File: config.mk
export PLATFORM = sky130hd
export DESIGN_NAME = font_row_serializer
export DESIGN_NICKNAME = d
export VERILOG_FILES = /design/src/rtl/font_row_serializer.sv
export SDC_FILE = /design/constraint.sdc
export NUM_CORES = 1
export LEC_CHECK = 0
export ABC_AREA = 1
export BUFFER_PORTS_ARGS = -buffer_cell sky130_fd_sc_hd__buf_2
export CAP_MARGIN = 40
export CORE_MARGIN = 5
export CORE_UTILIZATION = 57
export CTS_CLUSTER_DIAMETER = 150
export DETAILED_ROUTE_END_ITERATION = 10
export PLACE_DENSITY_LB_ADDON = 0.3
export SLEW_MARGIN = 15
export SYNTH_ARGS = -nofsm -noshare
export SYNTH_HDL_FRONTEND = slang
export SYNTH_SLANG_ARGS = --single-unit
File: constraint.sdc
create_clock -name clk -period 1.8 [get_ports clk]
set_input_delay 0.09 -clock clk [delete_from_list [all_inputs] [get_ports clk]]
set_output_delay 0.09 -clock clk [all_outputs]
set_load 0.02 [all_outputs]
File: src/rtl/font_row_serializer.sv
// rtl/font_row_serializer.sv - serializes one glyph row from a built-in 8-bit font into a pixel stream
// Optional macro FONT_ROW_INVERT_EN adds the req_inv port for per-row pixel inversion.
module font_row_serializer #(
  parameter int GLYPH_W = 8,
  parameter int GLYPH_H = 16,
  parameter int CODE_W  = 8,
  parameter int SCALE   = 1
) (
  input  logic              clk,
  input  logic              rst_n,
  input  logic              req_valid,
  output logic              req_ready,
  input  logic [CODE_W-1:0] req_code,
  input  logic [3:0]        req_row,
  output logic              pix_valid,
  output logic              pix_data,
  output logic              pix_last,
  output logic              busy,
  output logic              miss
`ifdef FONT_ROW_INVERT_EN
  ,
  input  logic              req_inv
`endif
);

  localparam logic [1:0] IDLE  = 2'd0;
  localparam logic [1:0] FETCH = 2'd1;
  localparam logic [1:0] SHIFT = 2'd2;
  localparam int NPIX = GLYPH_W * SCALE;

  logic [1:0]         state;
  logic [CODE_W-1:0]  code_q;
  logic [3:0]         row_q;
  logic               inv_q;
  logic [GLYPH_W-1:0] row_sh;
  logic [6:0]         pix_cnt;
  logic [1:0]         rep_cnt;
  logic               accept;
  logic [7:0]         glyph_bits;
  logic               glyph_miss;

  // Font lookup works from the captured request, so later input changes cannot disturb it.
  always_comb begin
    glyph_bits = 8'h00;
    glyph_miss = 1'b0;
    if ({1'b0, row_q} >= 5'(GLYPH_H)) begin
      glyph_miss = 1'b1;
    end else if (code_q == CODE_W'(8'h41)) begin
      case (row_q)
        4'd2:                          glyph_bits = 8'h08;
        4'd3:                          glyph_bits = 8'h14;
        4'd7:                          glyph_bits = 8'h3E;
        4'd4, 4'd5, 4'd6, 4'd8, 4'd9,
        4'd10, 4'd11, 4'd12:           glyph_bits = 8'h22;
        default:                       glyph_bits = 8'h00;
      endcase
    end else if (code_q == CODE_W'(8'h42)) begin
      case (row_q)
        4'd2, 4'd12:                   glyph_bits = 8'h38;
        4'd3, 4'd11:                   glyph_bits = 8'h24;
        4'd6:                          glyph_bits = 8'h3C;
        4'd4, 4'd5, 4'd7, 4'd8,
        4'd9, 4'd10:                   glyph_bits = 8'h22;
        default:                       glyph_bits = 8'h00;
      endcase
    end else if (code_q != CODE_W'(8'h20)) begin
      glyph_miss = 1'b1;
    end
  end

  assign pix_valid = (state == SHIFT);
  assign pix_last  = pix_valid && (pix_cnt == 7'(NPIX - 1));
  assign req_ready = (state == IDLE) || pix_last;
  assign accept    = req_valid && req_ready;
  assign busy      = (state != IDLE);
  assign miss      = (state == FETCH) && glyph_miss;
  assign pix_data  = pix_valid && (row_sh[GLYPH_W-1] ^ inv_q);

`ifdef FONT_ROW_INVERT_EN
  always_ff @(posedge clk or negedge rst_n) begin
    if (!rst_n) begin
      inv_q <= 1'b0;
    end else if (accept) begin
      inv_q <= req_inv;
    end
  end
`else
  assign inv_q = 1'b0;
`endif

  always_ff @(posedge clk or negedge rst_n) begin
    if (!rst_n) begin
      state   <= IDLE;
      code_q  <= '0;
      row_q   <= '0;
      row_sh  <= '0;
      pix_cnt <= '0;
      rep_cnt <= '0;
    end else begin
      if (accept) begin
        code_q <= req_code;
        row_q  <= req_row;
      end
      case (state)
        IDLE: begin
          if (accept) state <= FETCH;
        end
        FETCH: begin
          // Left-align the 8-bit glyph; extra right-hand columns stay zero.
          row_sh  <= GLYPH_W'(glyph_bits) << (GLYPH_W - 8);
          pix_cnt <= '0;
          rep_cnt <= '0;
          state   <= SHIFT;
        end
        SHIFT: begin
          if (pix_last) begin
            state <= accept ? FETCH : IDLE;
          end else begin
            pix_cnt <= pix_cnt + 7'd1;
            if (rep_cnt == 2'(SCALE - 1)) begin
              rep_cnt <= '0;
              row_sh  <= row_sh << 1;
            end else begin
              rep_cnt <= rep_cnt + 2'd1;
            end
          end
        end
        default: state <= IDLE;
      endcase
    end
  end

endmodule

==> summary.txt, run 1 <==
Power
  • Peak VDD IR: 0.00124 V
  • Leak: 1.08 nW
  • PwrDens: ~1600 nW/um^2

Setup path
  • RR Startpoint: pix_cnt[1]
  • Reg-to-reg endpoint: rep_cnt[0]
  • CP peak stage delay: 0.43 ns
  • Critical Path Source: pix_cnt[1]
  • Kind of critical path: reg2out
  • CP Capture Type: output port
  • CP startpoint kind: flop
  • Reg2Reg Setup Slack: 0.12 ns
  • Worst setup path endpoint: req_ready
  • CP bufs+invs: 4
  • Crit-path slowest cell: dfrtp_1
  • Critical path arrival: 1.68 ns
  • Critical Path Fanout Max: 6
  • Cell count along the critical path: 9
  • CP Cell Sequence: ha_4, nand2_2, inv_2, nand3_4, nor2_4, nor2_4, buf_4, inv_1, buf_4
  • FF-to-FF path depth: 8
  • WP data required: between 1.5 and 2 ns
  • Delay-heaviest family, CP: buffers and inverters

Logic synthesis
  • Number of synthesized flops with an enable pin: 0
  • Sequential share of the synthesized area: 44.7%
  • Ys flop type: dfrtp_1
  • Synth cell count leaders: nand2_1, dfrtp_1, inv_1, nor2_1, o21ai_0
  • Synth Warn #: 0
  • Syn nets: 241
  • Mapped Avg Cell Area: about 7.7 um^2
  • Area leader, netlist: dfrtp_1
  • Top-count cell post-synth: nand2_1
  • Syn Inst Count: about 220
  • Synth area leaders: dfrtp_1, nand2_1, o21ai_0
  • Synthesized flop and latch total: 30
  • Post-synth cell types: 23
  • Cell area after synthesis: about 1700 um^2
  • Async SR Flop Fraction: between 90% and 100%
  • Yosys top cell area share: 44.7%

Detailed routing
  • Drt pass-1 iters: 4
  • Via count: 1596
  • 1st-iter DRT viols: approximately 110
  • Via density: 5.37
  • Drt drc: 0
  • WL final: 4.28 mm
  • WL/cell: approximately 14 um
  • Number of nets with antenna violations after routing: 0

Clock tree
  • Clock Sinks: 30
  • CTS tree: yes
  • Clock buffer depth: 2
  • Skew-Pair Late Insertion Delay: 0.33 ns
  • H-tree depth: 2
  • CTS buffer count: 5
  • Root buffer cell: clkbuf_4
  • Reg clk slew, reported paths: 0.10 ns

Cells and area
  • Area Overhead vs Synth: 23.9%
  • Fill cells: 201
  • Fin area: 2080 um^2
  • Multi-input gate area: between 800 and 900 um^2
  • Sequential Area: 751 um^2
  • Layout cells sized above 1: a little under a fifth
  • Util after Layout: 74.7%
  • N_diodes: 0
  • Non-filler cells, final: 297
  • Final nets: 287

STA
  • Worst Clk Skew: 0.00432 ns
  • Max transition margin: a little under three fifths
  • Setup-failing EPs final: 0
  • PnR worst setup slack: 0.0300 ns
  • Fin. max-slew vios: 0
  • Fmax: 565 MHz
  • Final Hold Vio Count: 0
  • Final setup TNS: 0 ns
  • Min Tclk post-route: 1.77 ns
  • Worst Tran Pin Value: about 0.65 ns
  • Fin crit share: a little over nine tenths

Placement
  • Placed instance count: 270
  • GPL Wtd Cong: 0.832
  • PortBufs: 20
  • Detail Placement HPWL: ~2.5 mm
  • Post-DP Area: 1820 um^2
  • Dpl ws: around 0.13 ns

Floorplanning
  • Die H: about 64 um
  • Io pins: 21
  • Initial Util: 60.3%
  • Core area: 2780 um^2
  • Die Width: 64.3 um
  • Row count: 19
  • Full die area: 4130 um^2

GRT
  • Initial antenna violation count: 0
  • Total track usage: about a fifth
  • Vias in the first global route: 1576
  • Largest net degree at the start of global routing: 31
  • First-pass GRT wire length: 6.91 mm
  • Gr ovfl total: 0

Flow run
  • Max Cap Viol: 0

Hold path
  • Hold crit path type: in2reg
  • Worst hold path cell count: 4

Outcome
  • Run status: complete, no violations
==> logic make-up (layout without fill, tap and decap cells) <==
logic type	after synthesis	count (layout)	share of synthesized area, %
fa+ha+maj	7	7	5.22
xor+xnor	2	2	1.04
simple gates	118	118	30.6
buf+inv	30	77	7.68
flops	30	30	44.7
compound gates	32	32	10.7
==> tightest hold or removal path: cells and delay by family <==
family	cells	cell delay [ns]
compound gates	1	0.12
simple gates	2	0.14
buf+inv	1	0.09
==> per-layer routing <==
metal / vias up / share of wire [%] / GRT usage [%]
met5: - / 0 / 0
met4: 0 / 2.5 / 8.65
met3: 12 / 4.9 / 5.60
met2: 47 / 50 / 35.2
met1: 744 / 42 / 26.0
li1: 793 / - / -
==> registers in the layout, indices dropped and copies added (netlist names) <==
register / count
state: 2
row_q: 4
row_sh: 7
code_q: 8
rep_cnt: 2
pix_cnt: 7
==> layout by cell type, fill, tap and decap left out <==
master and count:
a21oi_1 3, a21oi_4 1, buf_2 19, buf_4 11, clkbuf_1 1, clkbuf_4 5, clkbuf_8 1, clkinv_2 1
dfrtp_1 30, dlygate4sd3_1 13, ha_1 5, ha_2 1, ha_4 1, inv_1 23, inv_2 3, nand2_1 62
nand2_2 2, nand3_1 20, nand3_4 1, nand4_1 4, nor2_1 24, nor2_2 1, nor2_4 3, nor3_1 1
o211ai_1 1, o21ai_0 24, o22ai_1 1, o31ai_1 2, xor2_1 2
==> final cells by class <==
type                       instances  area share, %
inverter                          26           4.70
sequential                        30           36.1
clock buffer                       7           2.65
multi-input combinational        159           39.6
tap                               31           1.87
timing repair buffer              43           14.8
clock inverter                     1          0.241
==> worst min path at each step <==
stage | slack [ns] | start | end
after global routing | 0.20 | req_valid | state[0]
final | 0.14 | req_valid | state[0]
after global placement | 0.15 | rst_n | code_q[7]
after detailed placement | 0.15 | rst_n | code_q[7]
after CTS | 0.14 | req_valid | state[0]
after floorplan | -0.21 | rst_n | code_q[0]
==> stage by stage <==
stage,hold slack [ns],power (W)
4_1_cts,0.142,0.00308
3_5_place_dp,0.153,0.00256
6_report,0.139,0.00323
5_1_grt,0.200,0.00352
2_1_floorplan,-0.206,0.00219
3_3_place_gp,0.150,0.00252
==> what timing repair did <==
item / in CTS / in global routing
endpoints found under the setup margin: 1 / 8
setup buffers: 4 / 2
pin swaps: 1 / 3
hold buffers: 13 / 0
gates resized for setup: 3 / 6
hold endpoints to repair: 42 / 0
==> where the power goes <==
part | internal, W | switching [W] | leakage, nW
Sequential | 0.000911 | 0.000207 | 0.388
Clock | 0.000189 | 0.000241 | 0.0353
Combinational | 0.000612 | 0.00107 | 0.652
No activity file was read; power rests on OpenSTA's default activity.
==> run 2: changes to the inputs <==
CORE_ASPECT_RATIO = 1.5   (was unset)
==> run 2 against run 1 <==
Compared with the run above: combinational power fell by 8%; die area increased by 0.55%; non-clock buffer count down 13; clock power increased by 28%; worst hold slack got worse by 0.13 ns; clock skew about the same; critical path type unchanged; critical path depth unchanged; global-route usage shrank 1.1 points; critical endpoint unchanged; fmax up 3.5%; sequential share of layout area grew 1.8 points; highest routed layer unchanged.
==> summary.txt, run 2 (synthesis results as in run 1) <==
Floorplanning
  • Row count: 24 (+5)
  • Initial Util: 58.2% (-2.1 points)
  • Full die area: 4150 um^2 (+0.55%)
  • Io pins: 21 (unchanged)
  • Die Width: 54.3 um (-15%)
  • Die H: 76.5 um (+19%)
  • Core area: 2880 um^2 (+3.6%)

Hold path
  • Hold Path End: code_q[3]
  • Hold crit path type: in2reg
  • Hold path startpoint: req_code[3]
  • Worst hold path cell count: 3 (-1)

Power
  • PwrDens: 1630 nW/um^2 (+4.6%)
  • Peak VDD IR: 0.00109 V (-12%)
  • Leak: 1.03 nW (-4.0%)
  • Overall Power: 0.00323 W (-0.27%)

STA
  • Final setup TNS: 0 ns (unchanged)
  • Fin crit share: 95.0% (-3.3 points)
  • Fin. max-slew vios: 0 (unchanged)
  • Fmax: 585 MHz (+3.5%)
  • Max transition margin: 55.4% (-1.6 points)
  • Setup-failing EPs final: 0 (unchanged)
  • Hold slack final: 0.0131 ns (-0.126 ns)
  • Min Tclk post-route: 1.71 ns (-0.0598 ns)
  • Worst Tran Pin Value: 0.669 ns (+0.0235 ns)
  • Worst Clk Skew: 0.00425 ns (-0.0000725 ns)
  • RSZ-0062 raised after global routing: no
  • Final Hold Vio Count: 0 (unchanged)

Detailed routing
  • 1st-iter DRT viols: 43 (-61%)
  • Wl on met1: 1.41 mm (-22%)
  • Met2 wire length: 1.91 mm (-11%)
  • Via density: 5.19 (-3.4%)
  • WL/cell: 12.4 um (-14%)
  • Drt pass-1 iters: 4 (unchanged)
  • WL met3: 180 um (-15%)
  • Via count: 1515 (-5.1%)
  • Drt drc: 0 (unchanged)
  • DR top layer: met4
  • WL final: 3.63 mm (-15%)
  • Number of nets with antenna violations after routing: 0 (unchanged)

Cells and area
  • Layout cells sized above 1: 17.8% (-1.0 points)
  • Fin area: 1980 um^2 (-4.6%)
  • Fill cells: 253 (+26%)
  • Sequential Area: 751 um^2 (unchanged)
  • Most common cell after layout, fill and taps aside: nand2_1
  • Final nets: 274 (-4.5%)
  • Area Overhead vs Synth: 18.1%
  • Most frequent cells in the layout: nand2_1, dfrtp_1, nor2_1, inv_1, o21ai_0
  • Top Registers: code_q (8), pix_cnt (7), row_sh (7)
  • Reg with most FFs: code_q
  • Multi-input gate area: 816 um^2 (-0.91%)
  • N_diodes: 0 (unchanged)
  • Max reg flops: 8 (unchanged)

Placement
  • Post-DP Area: 1820 um^2 (+0.14%)
  • PortBufs: 20 (unchanged)
  • Detail Placement HPWL: 2.66 mm (+6.2%)
  • GPL Wtd Cong: 0.793 (-4.7%)

Setup path
  • Kind of critical path: reg2out
  • RR Startpoint: state[0]
  • WP data required: 1.71 ns (about the same)
  • CP Cell Sequence: ha_4, nand2_2, inv_2, nand3_4, nor2_4, nor2_4, buf_4, inv_1, buf_2
  • Reg-to-reg endpoint: rep_cnt[1]
  • Crit-path slowest cell: dfrtp_1
  • Reg2Reg Setup Slack: 0.17 ns (+0.05 ns)
  • CP most frequent cell: nor2_4
  • Critical path arrival: 1.62 ns (-0.06 ns)
  • CP startpoint kind: flop
  • CP peak stage delay: 0.40 ns (-0.03 ns)
  • Critical Path Fanout Max: 6 (unchanged)
  • FF-to-FF path depth: 6 (-2)
  • CP Capture Type: output port

Outcome
  • Run status: complete, no violations

GRT
  • Initial antenna violation count: 0 (unchanged)
  • First-pass GRT wire length: 6.18 mm (-11%)
  • Gr ovfl total: 0 (unchanged)
  • Largest net degree at the start of global routing: 31 (unchanged)
  • Vias in the first global route: 1456 (-7.6%)
  • Total track usage: 20.1% (-1.1 points)

Clock tree
  • Reg clk slew, reported paths: 0.06 ns (-0.04 ns)
  • Skew-Pair Late Insertion Delay: 0.28 ns (-0.05 ns)
  • Clock Sinks: 30 (unchanged)
  • CTS buffer count: 5 (unchanged)
  • H-tree depth: 2 (unchanged)
  • Clock buffer depth: 2 (unchanged)
  • CTS tree: yes
  • Root buffer cell: clkbuf_8

Flow run
  • Max Cap Viol: 0 (unchanged)
-- run 2: final cells by class --
cell class / count / area share (%)
well taps: 39 / 2.46
flip-flops and latches: 30 / 37.9
multi-input cells: 159 / 41.2
clock inverters: 1 / 0.253
clock buffers: 7 / 4.36
repair buffers: 30 / 8.96
inverters: 26 / 4.92
-- run 2: per-stage QoR --
step	cells	setup slack (ns)	utilization, %
floorplan	219	0.186	-
global placement	277	0.167	63.1
detailed placement	277	0.126	63.1
CTS	287	0.0191	66.9
global route	292	0.0151	68.8
finish	292	0.0898	68.8
-- run 2: worst max-delay path: cells and delay by family, from the launching register on --
family / cells / cell delay (ns)
fa+ha+maj: 1 / 0.17
buf+inv: 4 / 0.42
flops: 1 / 0.40
simple gates: 4 / 0.34
-- run 2: where the power goes --
group          total (W)  internal (W)  switching, W
Combinational    0.00156      0.000558      0.000998
Clock           0.000550      0.000308      0.000242
Sequential       0.00112      0.000914      0.000205
-- run 2: per-layer routing --
metal  global-route usage [%]  vias to the layer above
met2                     32.1                       43
li1                         -                      765
met4                     12.5                        0
met1                     22.3                      697
met3                     5.68                       10
met5                        0                        -
-- run 2: how the worst max path moves through the flow --
stage	start	endpoint	slack [ns]	cells after the start
detailed placement	pix_cnt[0]	rep_cnt[1]	0.13	7
floorplan	state[0]	row_q[3]	0.19	8
finish	pix_cnt[1]	req_ready	0.09	9
CTS	state[0]	req_ready	0.02	8
global route	state[0]	rep_cnt[0]	0.02	6
global placement	pix_cnt[0]	rep_cnt[0]	0.17	7
-- run 2: repair_timing --
action | 4_1_cts | 5_1_grt
setup endpoints to repair | 1 | 15
pin swaps | 0 | 2
gates resized for setup | 2 | 2
hold buffers | 1 | 0
endpoints found under the hold margin | 30 | 0
buffers inserted | 1 | 5
gates cloned | 0 | 0
